$ cat config.mk
export PLATFORM = sky130hd
export DESIGN_NAME = fetch_unit
export DESIGN_NICKNAME = d
export VERILOG_FILES = /design/src/rtl/fetch_unit.sv
export SDC_FILE = /design/constraint.sdc
export NUM_CORES = 1
export LEC_CHECK = 0
export ABC_CLOCK_PERIOD_IN_PS = 4600
export CAP_MARGIN = 20
export CORE_MARGIN = 1.5
export CORE_UTILIZATION = 55
export CTS_BUF_LIST = sky130_fd_sc_hd__clkbuf_4 sky130_fd_sc_hd__clkbuf_8 sky130_fd_sc_hd__clkbuf_16
export CTS_CLUSTER_DIAMETER = 30
export DETAILED_ROUTE_END_ITERATION = 7
export HOLD_SLACK_MARGIN = 0.1
export PLACE_DENSITY = 0.86
export SLEW_MARGIN = 20
export SYNTH_ARGS = -nofsm -noshare
export SYNTH_HDL_FRONTEND = slang
export SYNTH_SLANG_ARGS = --single-unit
$ cat constraint.sdc
create_clock -name clock -period 4.6 [get_ports clock]
set_clock_uncertainty 0.15 [all_clocks]
set_input_delay 0.92 -clock clock [delete_from_list [all_inputs] [get_ports clock]]
set_output_delay 0.92 -clock clock [all_outputs]
set_load 0.005 [all_outputs]
$ cat src/rtl/fetch_unit.sv
// Instruction fetch stage: PC, sync-read imem request, one-entry skid buffer, registered output.
// Optional halt detector enabled by defining FETCH_HALT_DETECT_EN.
module fetch_unit #(
    parameter int unsigned INSTRUCTION_WIDTH = 32,
    parameter int unsigned PC_WIDTH = 10,
    parameter int unsigned OPCODE_WIDTH = 4,
    parameter logic [PC_WIDTH-1:0] RESET_PC = '0,
    parameter logic [OPCODE_WIDTH-1:0] HALT_OPCODE = 4'hF
) (
    input  logic                         clock,
    input  logic                         reset,
    input  logic                         stall,
    input  logic                         branchTaken,
    input  logic [PC_WIDTH-1:0]          branchTarget,
    output logic [PC_WIDTH-1:0]          imemAddress,
    output logic                         imemRead,
    input  logic [INSTRUCTION_WIDTH-1:0] imemData,
    output logic [INSTRUCTION_WIDTH-1:0] instruction,
    output logic [PC_WIDTH-1:0]          pc,
    output logic                         valid,
    output logic                         halted
);

`ifdef FETCH_HALT_DETECT_EN
    localparam bit HALT_EN = 1'b1;
`else
    localparam bit HALT_EN = 1'b0;
`endif

    typedef enum logic {FETCH, HALTED} state_e;

    state_e                         state_q, state_d;
    logic [PC_WIDTH-1:0]            fetch_pc_q, fetch_pc_d;
    logic                           req_valid_q, req_valid_d;
    logic [PC_WIDTH-1:0]            req_pc_q, req_pc_d;
    logic                           buf_valid_q, buf_valid_d;
    logic [INSTRUCTION_WIDTH-1:0]   buf_instr_q, buf_instr_d;
    logic [PC_WIDTH-1:0]            buf_pc_q, buf_pc_d;
    logic [INSTRUCTION_WIDTH-1:0]   instr_q, instr_d;
    logic [PC_WIDTH-1:0]            pc_q, pc_d;
    logic                           valid_q, valid_d;
    logic                           halted_q, halted_d;

    logic                           load_valid;
    logic [INSTRUCTION_WIDTH-1:0]   load_instr;
    logic [PC_WIDTH-1:0]            load_pc;
    logic                           halt_hit;
    logic                           issue;

    // Buffered instruction is older than the one returning from memory.
    always_comb begin
        load_valid = 1'b0;
        load_instr = imemData;
        load_pc    = req_pc_q;
        if (buf_valid_q) begin
            load_valid = 1'b1;
            load_instr = buf_instr_q;
            load_pc    = buf_pc_q;
        end else if (req_valid_q) begin
            load_valid = 1'b1;
        end
        halt_hit = HALT_EN && load_valid &&
                   (load_instr[INSTRUCTION_WIDTH-1 -: OPCODE_WIDTH] == HALT_OPCODE);
    end

    always_comb begin
        state_d     = state_q;
        fetch_pc_d  = fetch_pc_q;
        req_valid_d = req_valid_q;
        req_pc_d    = req_pc_q;
        buf_valid_d = buf_valid_q;
        buf_instr_d = buf_instr_q;
        buf_pc_d    = buf_pc_q;
        instr_d     = instr_q;
        pc_d        = pc_q;
        valid_d     = valid_q;
        halted_d    = halted_q;
        issue       = 1'b0;

        if (branchTaken) begin
            valid_d     = 1'b0;
            req_valid_d = 1'b0;
            buf_valid_d = 1'b0;
            fetch_pc_d  = branchTarget;
            state_d     = FETCH;
            halted_d    = 1'b0;
        end else if (stall) begin
            req_valid_d = 1'b0;
            if (req_valid_q && !buf_valid_q) begin
                buf_valid_d = 1'b1;
                buf_instr_d = imemData;
                buf_pc_d    = req_pc_q;
            end
        end else if (state_q == HALTED) begin
            valid_d     = 1'b0;
            req_valid_d = 1'b0;
            buf_valid_d = 1'b0;
        end else begin
            valid_d     = load_valid;
            if (load_valid) begin
                instr_d = load_instr;
                pc_d    = load_pc;
            end
            buf_valid_d = 1'b0;
            issue       = 1'b1;
            req_valid_d = 1'b1;
            req_pc_d    = fetch_pc_q;
            fetch_pc_d  = fetch_pc_q + 1'b1;
            // The read issued alongside a halt is dropped on return.
            if (halt_hit) begin
                state_d     = HALTED;
                halted_d    = 1'b1;
                req_valid_d = 1'b0;
            end
        end
    end

    always_ff @(posedge clock) begin
        if (reset) begin
            state_q     <= FETCH;
            fetch_pc_q  <= RESET_PC;
            req_valid_q <= 1'b0;
            req_pc_q    <= '0;
            buf_valid_q <= 1'b0;
            buf_instr_q <= '0;
            buf_pc_q    <= '0;
            instr_q     <= '0;
            pc_q        <= '0;
            valid_q     <= 1'b0;
            halted_q    <= 1'b0;
        end else begin
            state_q     <= state_d;
            fetch_pc_q  <= fetch_pc_d;
            req_valid_q <= req_valid_d;
            req_pc_q    <= req_pc_d;
            buf_valid_q <= buf_valid_d;
            buf_instr_q <= buf_instr_d;
            buf_pc_q    <= buf_pc_d;
            instr_q     <= instr_d;
            pc_q        <= pc_d;
            valid_q     <= valid_d;
            halted_q    <= halted_d;
        end
    end

    assign imemAddress = fetch_pc_q;
    assign imemRead    = issue & ~reset;
    assign instruction = instr_q;
    assign pc          = pc_q;
    assign valid       = valid_q;
    assign halted      = halted_q;

endmodule

======== Word-level counts from Yosys, hierarchy flattened ========
Index checks and enable logic that the tools add are counted.
operators by class
  add/subtract/negate cells ............... 1
  equal/unequal tests ..................... 2
  multiplexer cells ....................... 12
  bitwise logic cells ..................... 5
  reductions and logical operators ........ 8
operators by type and width
  operator               count
  $mux 10                4
  $mux 32                1
  $add 10x1->10 const B  1
  $mux 1                 7
  $reduce_and 3->1       2
  $not 1->1              4
  $reduce_and 4->1       1
  $reduce_or 3->1        1
  $ne 2x1->1 const B     1
  $ne 2x2->1 const B     1
  $reduce_and 2->1       1
  $reduce_or 2->1        1
  $and 1x1->1            1
  $logic_and 1x1->1      1
  $logic_not 1->1        1
word-level totals
  flip-flop bits (word level) ............. 108
  bits of input ports ..................... 46
  output and inout port bits .............. 55
  logic and storage cells ................. 38

======== Logic depth before layout (Yosys ltp) ========
Gate-level depths: netlist of run 1.
  depth after elaboration ................. 4
  depth in mapped cells ................... 7
  gate-level depth less buffers ........... 4

======== Worst setup path after synthesis of run 1 ========
No wires, ideal clock.
  path type ............................... input to output
  from .................................... input port reset
  to ...................................... output port imemRead
  data arrival time ....................... 1825 ps
  required time ........................... 3530 ps
  path slack .............................. 1705 ps
  stages .................................. 4
  buffers on the path ..................... 3
  path through ............................ clkbuf_1 -> buf_1 -> buf_1 -> nor2_1
on the way
  longest elaborated chain between the ends .. 2
RTL lines
  item         RTL line  RTL
  from (decl)  11        input logic reset,
  $not 1->1    147       assign imemRead = issue & ~reset;
  $and 1x1->1  147
  to (decl)    16        output logic imemRead,
No other way between the ends.

======== Worst setup path in the final report of run 1 ========
  from .................................... input port stall
  to ...................................... output port imemRead
on the way
  longest elaborated chain between the ends .. 3
RTL lines
  item         RTL line  RTL
  from (decl)  12        input logic stall,
  $mux 1       87        end else if (stall) begin
  $mux 1       n/a
  $and 1x1->1  147
No other way between the ends.

==> results of run 1 <==
==> registers in the layout (all words and copies together) (netlist names) <==
name / count
buf_instr_q: 32
req_valid_q: 1
valid: 1
buf_valid_q: 1
req_pc_q: 10
pc: 10
buf_pc_q: 10
instruction: 32
imemAddress: 10
==> metal layers <==
| layer | part of all wire [%] | wire (um) | track usage, % | vias up |
|---|---|---|---|---|
| met3 | 5.6 | 602 | 3.509 | 4 |
| met2 | 48 | 5174 | 39.66 | 122 |
| met5 | 0 | 0 | 0 | - |
| met1 | 45 | 4848 | 31.99 | 1859 |
| met4 | 0.50 | 53 | 7.463 | 0 |
| li1 | - | - | - | 1920 |
==> logic make-up after synthesis <==
group / count (synthesis) / share of synthesized area (%)
AOI/OAI and AO/OA: 154 / 23.98
xor gates and xnor gates: 3 / 0.5628
adders and majority gates: 1 / 0.2679
buffers and inverters: 56 / 6.163
DFF: 107 / 45.87
muxes: 44 / 9.459
other: 1 / 0.08031
and+or+nand+nor: 144 / 13.61
==> worst min-delay path, stage by stage, from the launching register on <==
cell,delay (ns)
dfxtp_1,0.32
nand2_1,0.05
a21oi_1,0.05
==> worst paths after layout <==
check,startpoint,end,slack [ns],cells after the start
worst min register to register,buf_instr_q[22]$_SDFFE_PP0P_,buf_instr_q[22]$_SDFFE_PP0P_,0.31,2
worst min-delay path,buf_instr_q[22]$_SDFFE_PP0P_,buf_instr_q[22]$_SDFFE_PP0P_,0.31,2
worst max-delay path,stall,imemRead,0.91,5
worst max register to register,buf_valid_q$_SDFFE_PP0N_,instruction[5]$_SDFFE_PP0P_,2.30,4
==> synthesized netlist by cell type (2+ instances only) <==
master     instances
and3_1             2
a211oi_1           6
a21oi_1           98
or2_1              2
xnor2_1            2
a2111oi_0          2
nand2_1          110
buf_2              5
and4_1             4
clkbuf_1          29
inv_1              5
mux2i_1           43
nand3b_1           2
buf_4              5
nor2b_1            2
nor2_1             7
nand4_1            3
a211oi_2          40
nor4_1             2
dfxtp_1          107
buf_1              5
buf_6              7
==> area by class of cell <==
type	instances	share of cell area, %
multi-input cells	347	38.85
clock buffers	11	2.594
flip-flops and latches	107	36.73
repair buffers	108	18.10
well taps	105	2.251
inverters	5	0.3216
clock inverters	5	1.158
==> where the power goes <==
| part | internal [mW] | total, mW | switching [mW] | leakage [nW] |
|---|---|---|---|---|
| sequential | 0.948 | 0.969 | 0.0212 | 0.868 |
| combinational | 0.0974 | 0.193 | 0.0960 | 0.848 |
| clock | 0.291 | 0.611 | 0.320 | 0.112 |
==> metrics by stage <==
stage          instances  power [mW]  cell area [um2]
6_report             688       1.774             5836
5_1_grt              688       1.834             5836
4_1_cts              688       1.783             5836
3_5_place_dp         672       1.182             5617
3_3_place_gp         672       1.177             5615
2_1_floorplan        510       1.086             4669
==> run metrics, run 1 <==
status=finished clean; RePlAce Congestion=~0.84; cell mode on critical path=clkdlybuf4s50_1; Routed WL per cell=around 16 um; FF+latch count, synth=107; number of fillers in the final layout=~620; kind of cell adding the most delay to the critical path=buffers and inverters; synth warn=0; sequential standard cell area=between 2000 and 2500 um2; initial antenna violation count=0; kind of critical path=input pin to output pin; # clock sinks=~110; maximum vdd ir drop=approximately 170 uV; Max Cap Viol=0; GRT Overall Usage=about a quarter; Pwr per Cell Area=303.9 nW/um2; Detailed Routing Iterations Pass 1=4; vias in the first global route=approximately 3,700; slew margin rel.=46.81%; Clk pin slew, worst setup/hold paths=0.10 ns; worst slack at placement=about 0.9 ns; drt first-iter violations=152; fmax=~270 MHz; Routed Antenna Nets=0; layout cells sized above 1=about an eighth; Cell variety after synth=44; Port Buffers=99; RSZ-0062 raised after global routing=false; row cnt=33; maximum clock insertion buffer count=2; top cells by area, synth=dfxtp_1 (46%), a211oi_2 (11%), a21oi_1 (11%), mux2i_1 (9.2%), nand2_1 (8.8%); CTS tree=done; ant diodes=0; Post-CTS Repair Setup Buffers=0; Initial Util=a little under three fifths; Hold-fix buffers, CTS=0; Critical Path Source Type=input pin; worst-margin pin slew=around 0.80 ns; Seq/Total Area, Yosys=a little under half; Mapped Cells=between 500 and 600; DRC=0; Syn Area/Cell=~9 um2; syn nets=557; DR vias/cell=between 5 and 6; area grow syn2layout=24.97%; num ports=101; multi-input logic area=around 2300 um2; final number of setup-violating endpoints=0; cts bufs inserted=9; top-area cell type share of the netlist area=45.87%; FFs w/ async S/R, synth=0%; DP HPWL=slightly below 7 mm; worst hold path class=flop to flop; Final Util=a little under three quarters; CP required=~3.5 ns; Final Critical Period=between 3 and 4 ns; most frequent cells in the layout=nand2_1 (110), dfxtp_1 (106), a21oi_1 (98), clkdlybuf4s50_1 (98), mux2i_1 (43); synthesized area=~4700 um2; largest net degree at the start of global routing=63; PostCTS Resize Cnt=0; worst path cell trace=clkdlybuf4s50_1 -> buf_4 -> or2_1 -> nor2_1 -> clkdlybuf4s50_1; CP Max Fanout=14; CP endpoint kind=output pin; global-route wire length before repair=17.22 mm; Primary FF master, synth=dfxtp_1; worst-path cell with the longest stage delay=clkdlybuf4s50_1; vias=just under 4,000; endpoints failing hold=0; Fin Hold WS=0.3099 ns; CP bufs+invs=3; die height=95.14 um; EDFF count, synth=0; Lkg Pwr=between 1.5 and 2 nW; Die Width=95.14 um; fin nets=625; CTS H-Tree Depth=3; global route overflow=0; worst skew pair latency=0.35 ns; setup total negative slack=0 ns; final critical-path setup slack=roughly 0.91 ns; clock root cell=clkbuf_8; Max stage delay on crit path=0.51 ns; Total Wirelength=10.68 mm; final worst-path cycle share=80.23%; Die Area=around 9100 um2; largest area contributor in the netlist=dfxtp_1; Crit path arrival time=between 2 and 3 ns; Final Slew Violations=0; core area=between 8000 and 9000 um2; most common cell after layout, fill and taps aside=nand2_1
Note: power is estimated with default switching activity, not from simulation.
==> inputs of run 2 (changes only) <==
--- a/config.mk
+++ b/config.mk
@@ -5,15 +5,15 @@
 export SDC_FILE = /design/constraint.sdc
 export NUM_CORES = 1
 export LEC_CHECK = 0
-export ABC_CLOCK_PERIOD_IN_PS = 4600
+export ABC_CLOCK_PERIOD_IN_PS = 3300
 export CAP_MARGIN = 20
 export CORE_MARGIN = 1.5
-export CORE_UTILIZATION = 55
+export CORE_UTILIZATION = 46
 export CTS_BUF_LIST = sky130_fd_sc_hd__clkbuf_4 sky130_fd_sc_hd__clkbuf_8 sky130_fd_sc_hd__clkbuf_16
 export CTS_CLUSTER_DIAMETER = 30
 export DETAILED_ROUTE_END_ITERATION = 7
 export HOLD_SLACK_MARGIN = 0.1
-export PLACE_DENSITY = 0.86
+export PLACE_DENSITY = 0.76
 export SLEW_MARGIN = 20
 export SYNTH_ARGS = -nofsm -noshare
 export SYNTH_HDL_FRONTEND = slang
==> constraint.sdc (replaced) <==
create_clock -name clock -period 3.3 [get_ports clock]
set_clock_uncertainty 0.15 [all_clocks]
set_input_delay 0.66 -clock clock [delete_from_list [all_inputs] [get_ports clock]]
set_output_delay 0.66 -clock clock [all_outputs]
set_load 0.005 [all_outputs]
==> run 2 against run 1 <==
  * Sequential cell count is the same
  * Clock power grew 21%
  * Global-route usage shrank 3.7 points
  * Register-to-register slack lost 1.0 ns
  * Non-clock buffer count grew 2
  * Critical path depth shrank 1
  * Routed wire length grew 1.2%
  * Worst hold slack lost 0.0023 ns
  * Via count shrank 1.9%
  * Count of clock-buffer cells in the layout is the same
  * Critical endpoint unchanged
  * Largest power group unchanged
==> run metrics, run 2 (same netlist as run 1, synthesis figures left out) <==
setup total negative slack=0 ns (unchanged); Die Area=10,760 um2 (was 9052 um2); R2R depth=5 (was 4); worst path cell trace=clkdlybuf4s50_1 -> or2_1 -> nor2_1 -> clkdlybuf4s50_1 (was clkdlybuf4s50_1 -> buf_4 -> or2_1 -> nor2_1 -> clkdlybuf4s50_1); DRC=0 (unchanged); maximum clock insertion buffer count=2 (unchanged); CTS H-Tree Depth=3 (unchanged); Critical Path Source Type=input pin (unchanged); global-route wire length before repair=18.01 mm (was 17.22 mm); hold path cells=2 (unchanged); number of fillers in the final layout=892 (was 624); most frequent cells in the layout=nand2_1 (110), dfxtp_1 (106), a21oi_1 (98), clkdlybuf4s50_1 (98), mux2i_1 (43) (unchanged); final worst-path cycle share=roughly 80%; DR vias/cell=5.337 (was 5.676); cts bufs inserted=9 (unchanged); die height=103.8 um (was 95.14 um); GRT Overall Usage=20.18% (was 23.91%); Total Wirelength=10.80 mm (was 10.68 mm); num ports=101 (unchanged); Max Cap Viol=0 (unchanged); CP required=2.49 ns (was 3.53 ns); status=finished clean (unchanged); Die Width=103.8 um (was 95.14 um); Post-CTS Repair Setup Buffers=0 (unchanged); maximum vdd ir drop=272.7 uV (was 169.3 uV); Lkg Pwr=1.817 nW (was 1.828 nW); fmax=367.7 MHz; cell mode on critical path=clkdlybuf4s50_1 (unchanged); DP HPWL=7.009 mm (was 6.731 mm); placed cell areas=5690 um2 (was 5617 um2); Final Slew Violations=0 (unchanged); RePlAce Congestion=0.8584 (was 0.8399); CP Max Fanout=2 (was 14); PostCTS Resize Cnt=0 (unchanged); slew margin rel.=31.20% (was 46.81%); Clk pin slew, worst setup/hold paths=0.09 ns (was 0.10 ns); # clock sinks=107 (unchanged); clock root cell=clkbuf_8 (unchanged); worst slack at placement=0.5768 ns (was 0.9219 ns); worst skew pair latency=0.36 ns (was 0.35 ns); CTS tree=done (unchanged); row cnt=36 (was 33); CP endpoint kind=output pin (unchanged); Initial Util=47.55% (was 56.83%); drt first-iter violations=158 (was 152); worst-margin pin slew=1.032 ns (was 0.7978 ns); worst-path cell with the longest stage delay=clkdlybuf4s50_1 (unchanged); Routed Antenna Nets=0 (unchanged); vias in the first global route=3,769 (was 3,654); endpoints failing hold=0 (unchanged); Final Critical Period=2.720 ns; RSZ-0062 raised after global routing=false (unchanged); CP bufs+invs=2 (was 3); Detailed Routing Iterations Pass 1=4 (unchanged); area grow syn2layout=25.70% (was 24.97%); Port Buffers=99 (unchanged); largest net degree at the start of global routing=85 (was 63); Pwr per Cell Area=401.9 nW/um2 (was 303.9 nW/um2); kind of critical path=input pin to output pin (unchanged); worst hold path class=flop to flop (unchanged); layout cells sized above 1=12.65% (was 12.35%); Routed WL per cell=15.04 um (was 15.52 um); kind of cell adding the most delay to the critical path=buffers and inverters (unchanged); Hold-fix buffers, CTS=0 (unchanged); post-route cell area=5869 um2 (was 5836 um2); final critical-path setup slack=0.5803 ns (was 0.9096 ns); Max stage delay on crit path=0.50 ns (was 0.51 ns); Crit path arrival time=1.91 ns (was 2.62 ns); initial antenna violation count=0 (unchanged); global route overflow=0 (unchanged); most common cell after layout, fill and taps aside=nand2_1 (unchanged); core area=9819 um2 (was 8217 um2); fin nets=627 (was 625); final number of setup-violating endpoints=0 (unchanged); Levels on crit path=4 (was 5); Fin Hold WS=0.3076 ns (was 0.3099 ns); vias=3,832 (was 3,905); ant diodes=0 (unchanged)
run 2: cell count changes in the layout (fill, tap and decap cells not counted), sizes merged:
cell and change:
clkinv +1, clkinvlp +3, buf +2, bufinv -1, inv -3
run 2: report_power, final:
part | total [mW] | internal [mW] | leakage (nW) | switching [mW]
registers | 1.35 | 1.32 | 0.868 | 0.0302
clock network | 0.738 | 0.295 | 0.0826 | 0.443
logic | 0.269 | 0.138 | 0.867 | 0.131
total | 2.36 | 1.75 | 1.82 | 0.605
run 2: final timing paths:
kind                                      end  slack, ns                     start
hold reg to reg      buf_pc_q[1]$_SDFFE_PP0P_       0.31  buf_pc_q[1]$_SDFFE_PP0P_
hold / removal       buf_pc_q[1]$_SDFFE_PP0P_       0.31  buf_pc_q[1]$_SDFFE_PP0P_
setup / recovery                     imemRead       0.58                     stall
setup reg to reg  buf_instr_q[7]$_SDFFE_PP0P_       1.30  buf_valid_q$_SDFFE_PP0N_
run 2: cell type report:
cell class	count	area [um2]	area share, %
multi-input combinational	347	2266	38.61
clock inverter	5	40.04	0.6822
inverter	5	18.77	0.3198
sequential	107	2143	36.52
tap	133	166.4	2.835
timing repair buffer	110	1096	18.67
clock buffer	11	138.9	2.366
run 2: worst reg2reg max path, delay by kind of cell, from the launching register on:
family | cells | cell delay, ns
buffers and inverters | 2 | 0.77
flip-flops | 1 | 0.64
AND/OR/NAND/NOR | 2 | 0.22
AO/OA/AOI/OAI | 1 | 0.06
run 2: stage by stage:
| stage | power (mW) | cells | utilization, % |
|---|---|---|---|
| after floorplan | 1.514 | 510 | - |
| after global placement | 1.644 | 702 | 57.95 |
| after detailed placement | 1.651 | 702 | 57.95 |
| after CTS | 2.375 | 718 | 59.77 |
| after global routing | 2.456 | 718 | 59.77 |
| final | 2.359 | 718 | 59.77 |
run 2: metal layers:
metal	vias up	track usage (%)	routed length, um
li1	1930	-	-
met1	1789	26.68	5010
met2	91	32.95	5110
met3	22	3.398	458
met4	0	7.937	223
met5	-	0	0
==> inputs of run 3 (changes only) <==
--- a/config.mk
+++ b/config.mk
@@ -5,15 +5,15 @@
 export SDC_FILE = /design/constraint.sdc
 export NUM_CORES = 1
 export LEC_CHECK = 0
-export ABC_CLOCK_PERIOD_IN_PS = 3300
+export ABC_CLOCK_PERIOD_IN_PS = 2700
 export CAP_MARGIN = 20
 export CORE_MARGIN = 1.5
-export CORE_UTILIZATION = 46
+export CORE_UTILIZATION = 51
 export CTS_BUF_LIST = sky130_fd_sc_hd__clkbuf_4 sky130_fd_sc_hd__clkbuf_8 sky130_fd_sc_hd__clkbuf_16
 export CTS_CLUSTER_DIAMETER = 30
 export DETAILED_ROUTE_END_ITERATION = 7
 export HOLD_SLACK_MARGIN = 0.1
-export PLACE_DENSITY = 0.76
+export PLACE_DENSITY = 0.8
 export SLEW_MARGIN = 20
 export SYNTH_ARGS = -nofsm -noshare
 export SYNTH_HDL_FRONTEND = slang
==> constraint.sdc (replaced) <==
create_clock -name clock -period 2.7 [get_ports clock]
set_clock_uncertainty 0.15 [all_clocks]
set_input_delay 0.54 -clock clock [delete_from_list [all_inputs] [get_ports clock]]
set_output_delay 0.54 -clock clock [all_outputs]
set_load 0.005 [all_outputs]
==> run 3 against run 2 <==
  * The flow now finishes with violations (design-rule violations)
  * Highest routed layer unchanged
  * Die area down 9.5%
  * Critical path depth is the same
  * Utilization up 6.9 points
  * Sequential share of layout area is the same
  * Critical path type unchanged
  * Count of clock-buffer cells in the layout unchanged
==> run metrics, run 3 (same netlist as run 1, synthesis figures left out) <==
endpoints failing hold=0 (unchanged); fin nets=629 (was 627); # clock sinks=107 (unchanged); core area=8806 um2 (was 9819 um2); DR vias/cell=5.576 (was 5.337); worst skew pair latency=0.36 ns (about the same); Clk pin slew, worst setup/hold paths=0.09 ns (about the same); largest net degree at the start of global routing=109 (was 85); hold path cells=2 (unchanged); vias=3,875 (was 3,832); maximum vdd ir drop=306.8 uV (was 272.7 uV); CP endpoint kind=output pin (unchanged); post-route cell area=5869 um2 (unchanged); failing checks=design-rule violations; Crit path arrival time=1.79 ns (was 1.91 ns); most frequent cells in the layout=nand2_1 (110), dfxtp_1 (106), a21oi_1 (98), clkdlybuf4s50_1 (98), mux2i_1 (43) (unchanged); Critical Path Source Type=input pin (unchanged); Detailed Routing Iterations Pass 1=8 (was 4); Crit Reg-Reg Startpoint=buf_valid_q$_SDFFE_PP0N_ (unchanged); worst-margin pin slew=0.6604 ns (was 1.032 ns); area grow syn2layout=25.70% (unchanged); setup total negative slack=0 ns (unchanged); Routed WL per cell=15.46 um (was 15.04 um); GRT Overall Usage=21.90% (was 20.18%); global-route wire length before repair=17.38 mm (was 18.01 mm); Final Critical Period=approximately 2.5 ns; Hold EP=buf_pc_q[3]$_SDFFE_PP0P_ (was buf_pc_q[1]$_SDFFE_PP0P_); Routed Antenna Nets=0 (unchanged); r2r setup slk=0.89 ns (was 1.30 ns); layout cells sized above 1=12.95% (was 12.65%); Hold-fix buffers, CTS=0 (unchanged); status=finished, violations left (was finished clean); initial antenna violation count=0 (unchanged); Final Slew Violations=0 (unchanged); final number of setup-violating endpoints=0 (unchanged); Pwr per Cell Area=493.6 nW/um2 (was 401.9 nW/um2); RSZ-0062 raised after global routing=false (unchanged); RePlAce Congestion=0.7820 (was 0.8584); Die Width=98.69 um (was 103.8 um); ant diodes=0 (unchanged); worst hold path class=flop to flop (unchanged); Post-CTS Repair Setup Buffers=0 (unchanged); fmax=~400 MHz; Hold Startpoint=buf_pc_q[3]$_SDFFE_PP0P_ (was buf_pc_q[1]$_SDFFE_PP0P_); CTS tree=done (unchanged); cts bufs inserted=9 (unchanged); Total Wirelength=10.74 mm (was 10.80 mm); num ports=101 (unchanged); Lkg Pwr=1.839 nW (was 1.817 nW); maximum clock insertion buffer count=2 (unchanged); Initial Util=53.03% (was 47.55%); PostCTS Resize Cnt=0 (unchanged); CP required=2.01 ns (was 2.49 ns); clock root cell=clkbuf_8 (unchanged); vias in the first global route=3,656 (was 3,769); row cnt=34 (was 36); global route overflow=0 (unchanged); DP HPWL=6.865 mm (was 7.009 mm); slew margin rel.=55.97% (was 31.20%); CP Max Fanout=2 (unchanged); Port Buffers=99 (unchanged); placed cell areas=5687 um2 (was 5690 um2); Max Cap Viol=0 (unchanged); die height=98.69 um (was 103.8 um); Reg2Reg Capture Point=pc[1]$_SDFFE_PP0P_ (was buf_instr_q[7]$_SDFFE_PP0P_); kind of critical path=input pin to output pin (unchanged); Die Area=9739 um2 (was 10,760 um2); CTS H-Tree Depth=3 (unchanged); drt first-iter violations=158 (unchanged); DRC=7 (was 0); R2R depth=3 (was 5); final worst-path cycle share=between 90% and 100%; most common cell after layout, fill and taps aside=nand2_1 (unchanged)
## run 3: worst max path at each step
stage / start / to / slack (ns) / cells past startpoint
floorplan: reset / imemRead / 0.57 / 4
global placement: stall / imemRead / 0.23 / 4
detailed placement: stall / imemRead / 0.22 / 4
CTS: stall / imemRead / 0.21 / 4
global route: stall / imemRead / 0.14 / 4
finish: stall / imemRead / 0.22 / 4
## run 3: routing by layer
metal | up-vias | routed length [um] | global-route usage (%)
met4 | 0 | 114 | 7.582
met5 | - | 0 | 0
met3 | 8 | 475 | 3.759
li1 | 1938 | - | -
met1 | 1828 | 4987 | 29.02
met2 | 101 | 5165 | 36.27
## run 3: critical path, cell delays in order
cell and delay, ns:
clkdlybuf4s50_1 0.41, or2_1 0.25, nor2_1 0.09, clkdlybuf4s50_1 0.50
## run 3: final cells by class
class / count / area, um2
Clock inverter: 5 / 37.54
Timing Repair Buffer: 112 / 1124
Clock buffer: 11 / 145.1
Multi-Input combinational cell: 347 / 2266
Fill cell: 703 / 2937
Tap cell: 108 / 135.1
Inverter: 5 / 18.77
Sequential cell: 107 / 2143
## run 3: power by group
part	leakage (nW)	switching (mW)	internal (mW)
Combinational	0.882	0.162	0.171
Sequential	0.868	0.0352	1.62
Clock	0.0894	0.538	0.375
## run 3: metrics by stage
step | hold slack [ns] | instances | total power [mW] | utilization (%) | worst slack [ns]
global route | 0.3264 | 695 | 3.013 | 66.65 | 0.1386
detailed placement | 0.2963 | 679 | 2.020 | 64.58 | 0.2203
global placement | 0.2907 | 679 | 2.013 | 64.58 | 0.2256
finish | 0.3073 | 695 | 2.897 | 66.65 | 0.2191
CTS | 0.3100 | 695 | 2.925 | 66.65 | 0.2071
floorplan | 0.2860 | 510 | 1.851 | - | 0.5653
